### config.mk
export PLATFORM = sky130hd
export DESIGN_NAME = multibyte_adder_seq
export DESIGN_NICKNAME = d
export VERILOG_FILES = /design/src/rtl/multibyte_adder_seq.sv
export SDC_FILE = /design/constraint.sdc
export NUM_CORES = 1
export LEC_CHECK = 0
export CELL_PAD_IN_SITES_DETAIL_PLACEMENT = 0
export CELL_PAD_IN_SITES_GLOBAL_PLACEMENT = 1
export CORE_ASPECT_RATIO = 0.7
export CORE_MARGIN = 2
export CORE_UTILIZATION = 40
export CTS_CLUSTER_SIZE = 30
export DETAILED_ROUTE_END_ITERATION = 7
export PLACE_DENSITY_LB_ADDON = 0.1
export SETUP_SLACK_MARGIN = 0.3
export SYNTH_ARGS = -nofsm -noshare
export SYNTH_HDL_FRONTEND = slang
export SYNTH_HIERARCHICAL = 1
export SYNTH_SLANG_ARGS = --single-unit
### constraint.sdc
create_clock -name clk -period 4.9 [get_ports clk]
set_clock_uncertainty 0.15 [all_clocks]
set_input_delay 0.98 -clock clk [delete_from_list [all_inputs] [get_ports clk]]
set_output_delay 0.98 -clock clk [all_outputs]
set_load 0.1 [all_outputs]
### src/rtl/multibyte_adder_seq.sv
// Byte-serial wide adder around an 8-bit ripple slice, one byte per cycle.
// Optional subtract mode is enabled with the MBADD_SUB_EN macro.

module adder_8bits (
   input  logic [7:0] a,
   input  logic [7:0] b,
   input  logic       cin,
   output logic [7:0] s,
   output logic       cout
);

   assign {cout, s} = {1'b0, a} + {1'b0, b} + {8'd0, cin};

endmodule

module multibyte_adder_seq #(
   parameter int NBYTES = 4,
   parameter int W      = 8 * NBYTES
) (
   input  logic         clk,
   input  logic         rst,
   input  logic         start,
   input  logic [W-1:0] op_a,
   input  logic [W-1:0] op_b,
   input  logic         cin,
`ifdef MBADD_SUB_EN
   input  logic         sub,
`endif
   output logic         busy,
   output logic         done,
   output logic [W-1:0] sum,
   output logic         cout,
   output logic         ovf
);

   localparam int IW = (NBYTES > 1) ? $clog2(NBYTES) : 1;
   localparam logic [IW-1:0] LAST = IW'(NBYTES - 1);

   typedef enum logic [1:0] {
      IDLE = 2'd0,
      RUN  = 2'd1,
      DONE = 2'd2
   } state_t;

   state_t        state;
   logic [W-1:0]  a_q;
   logic [W-1:0]  b_q;
   logic [IW-1:0] idx;
   logic          carry;
   logic          sub_q;
   logic          sub_in;
   logic [7:0]    a_byte;
   logic [7:0]    b_byte;
   logic [7:0]    s_byte;
   logic          c_out;

`ifdef MBADD_SUB_EN
   assign sub_in = sub;
`else
   assign sub_in = 1'b0;
`endif

   // Subtraction is a + ~b + 1, so invert B per byte and force the seed carry.
   assign a_byte = a_q[8*idx +: 8];
   assign b_byte = b_q[8*idx +: 8] ^ {8{sub_q}};

   adder_8bits u_add (
      .a    (a_byte),
      .b    (b_byte),
      .cin  (carry),
      .s    (s_byte),
      .cout (c_out)
   );

   always_ff @(posedge clk) begin
      if (rst) begin
         state <= IDLE;
         busy  <= 1'b0;
         done  <= 1'b0;
         sum   <= '0;
         cout  <= 1'b0;
         ovf   <= 1'b0;
         idx   <= '0;
         carry <= 1'b0;
         a_q   <= '0;
         b_q   <= '0;
         sub_q <= 1'b0;
      end else begin
         done <= 1'b0;
         case (state)
            IDLE: begin
               busy <= 1'b0;
               if (start) begin
                  a_q   <= op_a;
                  b_q   <= op_b;
                  sub_q <= sub_in;
                  carry <= sub_in | cin;
                  idx   <= '0;
                  busy  <= 1'b1;
                  state <= RUN;
               end
            end
            RUN: begin
               sum[8*idx +: 8] <= s_byte;
               carry <= c_out;
               idx   <= idx + 1'b1;
               if (idx == LAST) begin
                  cout  <= c_out;
                  ovf   <= (a_byte[7] == b_byte[7]) &&
                           (s_byte[7] != a_byte[7]);
                  state <= DONE;
               end
            end
            DONE: begin
               done  <= 1'b1;
               busy  <= 1'b1;
               state <= IDLE;
            end
            default: state <= IDLE;
         endcase
      end
   end

endmodule

* Word level (Yosys, flattened, before mapping) *
Index checks and enable logic that the tools add are counted.

storage, ports and cells
  bits of input ports = 68
  flip-flop bits (word level) = 105

operators by class
  reduce and logical (&&, ||, !) cells = 8
  $add $sub $neg = 4
  muxes and demuxes = 11
  equal/unequal tests = 7
  shift operators = 4

operators by type and width
  kind                       number
  $shiftx A32 B6 Y8          2
  $neg A5 Y34                1
  $shift A8 B34 Y32 const A  1
  $shiftx A8 B34 Y32         1
  $bwmux W32                 1
  $add A8 B8 Y9              1
  $add A9 B1 Y9              1
  $pmux W2 S2                2
  $reduce_and A2 Y1          4
  $mux W2                    3
  $eq A2 B2 Y1 const B       2
  $ne A2 B2 Y1 const B       2
  $pmux W1 S2                2
  $reduce_bool A2 Y1         2
  $mux W1                    3
  $add A2 B1 Y2 const B      1
  $eq A2 B1 Y1 const B       1
  $logic_not A2 Y1           1
  $eq A1 B1 Y1               1
  $logic_and A1 B1 Y1        1
  $ne A1 B1 Y1               1

* Longest topological paths before layout *
  word-level depth = 5
  gate-level depth with buffers = 11
  depth with buffers taken out = 9

* By module *
The synthesis kept the hierarchy.

modules (own cells, without submodules)
  module               area an instance (um^2)  instances  seq. area each (um^2)  cells an instance
  multibyte_adder_seq  4232.8                   1          2102.0                 479
  adder_8bits          331.6                    1          0.0                    42

* Least setup slack after synthesis *
Ideal clock, no wire load.

  path type = register to register
  start = reg idx[0]
  end = reg ovf
  buffers on the path = 2
  data arrival time = 3000 ps
  setup slack = 1628 ps
  stages on the path, launching flop included = 12
  path through = dfxtp_1 > buf_4 > buf_6 > mux4_2 > ha_1 > a21o_1 > a2111oi_0 > mux2i_1 > nand2_1 > inv_1 > and3_1 > o311a_1

between the ends
  word-level cells in the longest chain between the ends = 5

RTL lines
  item                    line  RTL
  start, declared         48    logic [IW-1:0] idx;
  start signal, assigned  106   idx <= idx + 1'b1;
  $shiftx A32 B6 Y8       64    assign a_byte = a_q[8*idx +: 8];
  named net a_byte[4]     52    logic [7:0] a_byte;
  $add A8 B8 Y9           12    assign {cout, s} = {1'b0, a} + {1'b0, b} + {8'd0, cin};
  $add A9 B1 Y9           12
  named net s_byte[7]     54    logic [7:0] s_byte;
  $ne A1 B1 Y1            110   (s_byte[7] != a_byte[7]);
  $logic_and A1 B1 Y1     109   ovf <= (a_byte[7] == b_byte[7]) &&
  end signal, assigned    109
  end, declared           33    output logic ovf

The timed path passes the listed nets, and every way through them passes these cells.
A chain may end at the register's enable or synchronous reset.

* Final worst setup path *
Ends and elaborated chain as after synthesis.

==> summary.txt <==
Outcome
  • Outcome: finished clean

Timing
  • Worst rel slew slack: 27.6%
  • Final setup viols: 0
  • Post-route setup slack: 1.29 ns
  • Slew Limit Fails: 0
  • Count of final hold-check violations: 0
  • F_max: 277 MHz
  • Sum Neg Setup Slack: 0 ns
  • RSZ-0062 raised after global routing: false
  • Final Cycle Share: 73.7%
  • Worst slew pin tran: 1.09 ns
  • Period minus WS final: 3.61 ns

Logic synthesis
  • Top cells by area, synth: dfxtp_1, nand2_1, a21oi_1
  • Mapped Avg Cell Area: 8.76 um^2
  • Sequential area share after synthesis: 46.1%
  • Synth area leader: dfxtp_1
  • EDFF count, synth: 0
  • Yosys top cell area share: 46.1%
  • Post-Syn Nets: 604
  • Cell Area, Synth: 4560 um^2
  • Synth warnings: 6
  • Unique cell type count in the Yosys netlist: 41
  • Post-Synthesis Cells: 521
  • Ys flop type: dfxtp_1
  • #FFs+latches synth: 105
  • Async set-reset flop share out of synthesis: 0%

Flow run
  • Max cap viols: 0

Worst setup path
  • CP Data Required Time: 4.98 ns
  • Top Family by Delay on Critical Path: compound AO/OA/AOI/OAI gates
  • CP Launch Type: flop
  • Max stage delay cell, worst path: dfxtp_2
  • Worst Path Max Fanout: 25
  • CP Capture Type: flop
  • Critical Path, Cell by Cell: mux4_2 -> ha_1 -> a21o_1 -> a2111oi_0 -> mux2i_1 -> nand2_1 -> inv_1 -> and3_1 -> o311a_1
  • CP arrival: 3.69 ns
  • Bufs and invs on worst path: 1
  • Crit path largest cell delay: 0.86 ns
  • WS Path Type: flop to flop
  • Flop-to-flop setup slack: 1.29 ns

Clocking
  • Setup Fix Bufs, Post-CTS: 0
  • Post_cts resized: 0
  • CTS root buffer: clkbuf_16
  • Skew-Pair Late Insertion Delay: 0.34 ns
  • Cts-stage hold buffer count: 0
  • Clock sinks: 105
  • TritonCTS clock tree: built
  • Max clock buf depth: 2
  • CTS H-tree lvls: 3
  • Clk pin slew, worst setup/hold paths: 0.07 ns
  • CTS buffer count: 9

Global routing
  • Pin count of the biggest net entering global routing: 106
  • Vias in the first global route: 3,889
  • Initial antenna violation count: 0
  • First-pass GRT wire length: 19.8 mm
  • GR Util All Layers: 20.4%
  • GR Overflow Total: 0

Cells and area
  • Commonest non-fill, non-tap cell in the layout: nand2_1
  • Layout cell share with drive strength beyond 1: 7.10%
  • Nets@finish: 684
  • ANT cells: 0
  • Layout area overhead: 30.9%
  • Most frequent cells in the layout: nand2_1, dfxtp_1, clkdlybuf4s50_1
  • Post-layout util: 54.1%
  • Filler cells: 1,048

Detailed routing
  • Final antenna-violating net count: 0
  • Via density: 5.24
  • DR WL/cell: 15.9 um
  • DRT Pass-1 Iters: 5
  • Detailed Route Iter0 Violations: 225
  • Detailed Route WL: 12.1 mm
  • DRC Markers: 0
  • Via count: 3,979

Floorplan
  • Core Area: 11,100 um^2
  • Initial core utilization: 41.3%
  • Die X: 132 um
  • Die area: 12,300 um^2
  • Rows: 32
  • DIE HEIGHT: 93.4 um
  • Ports: 104

Power
  • Worst IR drop on VDD: 0.186 mV
  • Leakage power: 2.17 nW
  • Power Dens Cells: 336 nW/um^2

Place
  • Routability cong.: 0.858
  • Post-DP HPWL: 8.47 mm
  • Number of port buffers: 103
  • Pre-CTS WS: 1.27 ns

Hold path
  • Hold WC Path Type: flop to flop
## worst reg2reg max path, cell delays in order (launching register included)
cell	delay (ns)
dfxtp_2	0.86
mux4_2	0.62
ha_1	0.39
a21o_1	0.22
a2111oi_0	0.38
mux2i_1	0.13
nand2_1	0.23
inv_1	0.08
and3_1	0.16
o311a_1	0.27
## layer usage
metal | track usage, % | routed length [um] | vias up
met5 | 0 | 0 | -
met4 | 5.16 | 139 | 0
met3 | 4.99 | 664 | 12
met2 | 30.9 | 5120 | 105
met1 | 29.2 | 6130 | 1905
li1 | - | - | 1957
## where the power goes
group | internal [mW] | switching (mW) | total (mW) | leakage [nW]
clock network | 0.461 | 0.305 | 0.766 | 0.159
logic | 0.132 | 0.186 | 0.319 | 1.16
registers | 0.892 | 0.0318 | 0.924 | 0.857
## stage by stage
stage / instances / area [um^2] / total power [mW] / hold slack [ns]
after floorplan: 521 / 4560 / 1.14 / 0.283
after global placement: 743 / 5650 / 1.26 / 0.289
after detailed placement: 743 / 5650 / 1.26 / 0.294
after CTS: 759 / 5970 / 2.03 / 0.302
after global routing: 759 / 5970 / 2.09 / 0.321
final: 759 / 5970 / 2.01 / 0.299
## cell usage after synthesis (2+ instances only)
| cell | number |
|---|---|
| mux4_2 | 16 |
| nor4b_4 | 2 |
| nand2_1 | 149 |
| nor3b_1 | 2 |
| a21o_1 | 2 |
| nor3_1 | 5 |
| nor2_1 | 21 |
| fa_1 | 2 |
| nand2b_1 | 2 |
| buf_1 | 2 |
| buf_2 | 12 |
| inv_1 | 6 |
| a311o_1 | 2 |
| nor2b_1 | 4 |
| nand3b_1 | 5 |
| nand3_1 | 21 |
| xnor2_1 | 2 |
| dfxtp_1 | 105 |
| clkbuf_1 | 22 |
| xor2_1 | 2 |
| a32oi_1 | 16 |
| a21oi_1 | 88 |
| ha_1 | 13 |
| and3b_1 | 3 |
## path summary, 6_finish.rpt
kind,startpoint,endpoint,depth (start not counted)
max,idx[0]$_SDFFE_PP0P_,ovf$_SDFFE_PP0P_,9
min,sum[7]$_SDFFE_PP0P_,sum[7]$_SDFFE_PP0P_,2
max reg2reg,idx[0]$_SDFFE_PP0P_,ovf$_SDFFE_PP0P_,9
min reg2reg,sum[7]$_SDFFE_PP0P_,sum[7]$_SDFFE_PP0P_,2
## flip-flops by register name, summed over array words and instances, names as in the netlist
signal	count
a_q	32
b_q	32
sum	32
idx	2
state	2
busy	1
carry	1
cout	1
done	1
ovf	1
## cell type report
class | count | area (um^2) | area share, %
sequential | 105 | 2100 | 35.2
inverter | 7 | 26.3 | 0.440
multi-input combinational | 371 | 2270 | 38.0
clock buffer | 11 | 243 | 4.06
timing repair buffer | 107 | 1060 | 17.7
tap | 153 | 191 | 3.20
clock inverter | 5 | 78.8 | 1.32
## logic make-up (layout without fill, tap and decap cells)
family / count (synthesis) / count (layout) / synth area share [%]
xor gates and xnor gates: 4 / 4 / 0.768
muxes: 17 / 17 / 8.11
DFF: 105 / 105 / 46.1
adders and majority gates: 15 / 15 / 4.44
buffers and inverters: 45 / 130 / 4.28
AOI/OAI and AO/OA: 116 / 116 / 14.8
and+or+nand+nor: 219 / 219 / 21.5
No activity file was read; power rests on OpenSTA's default activity.
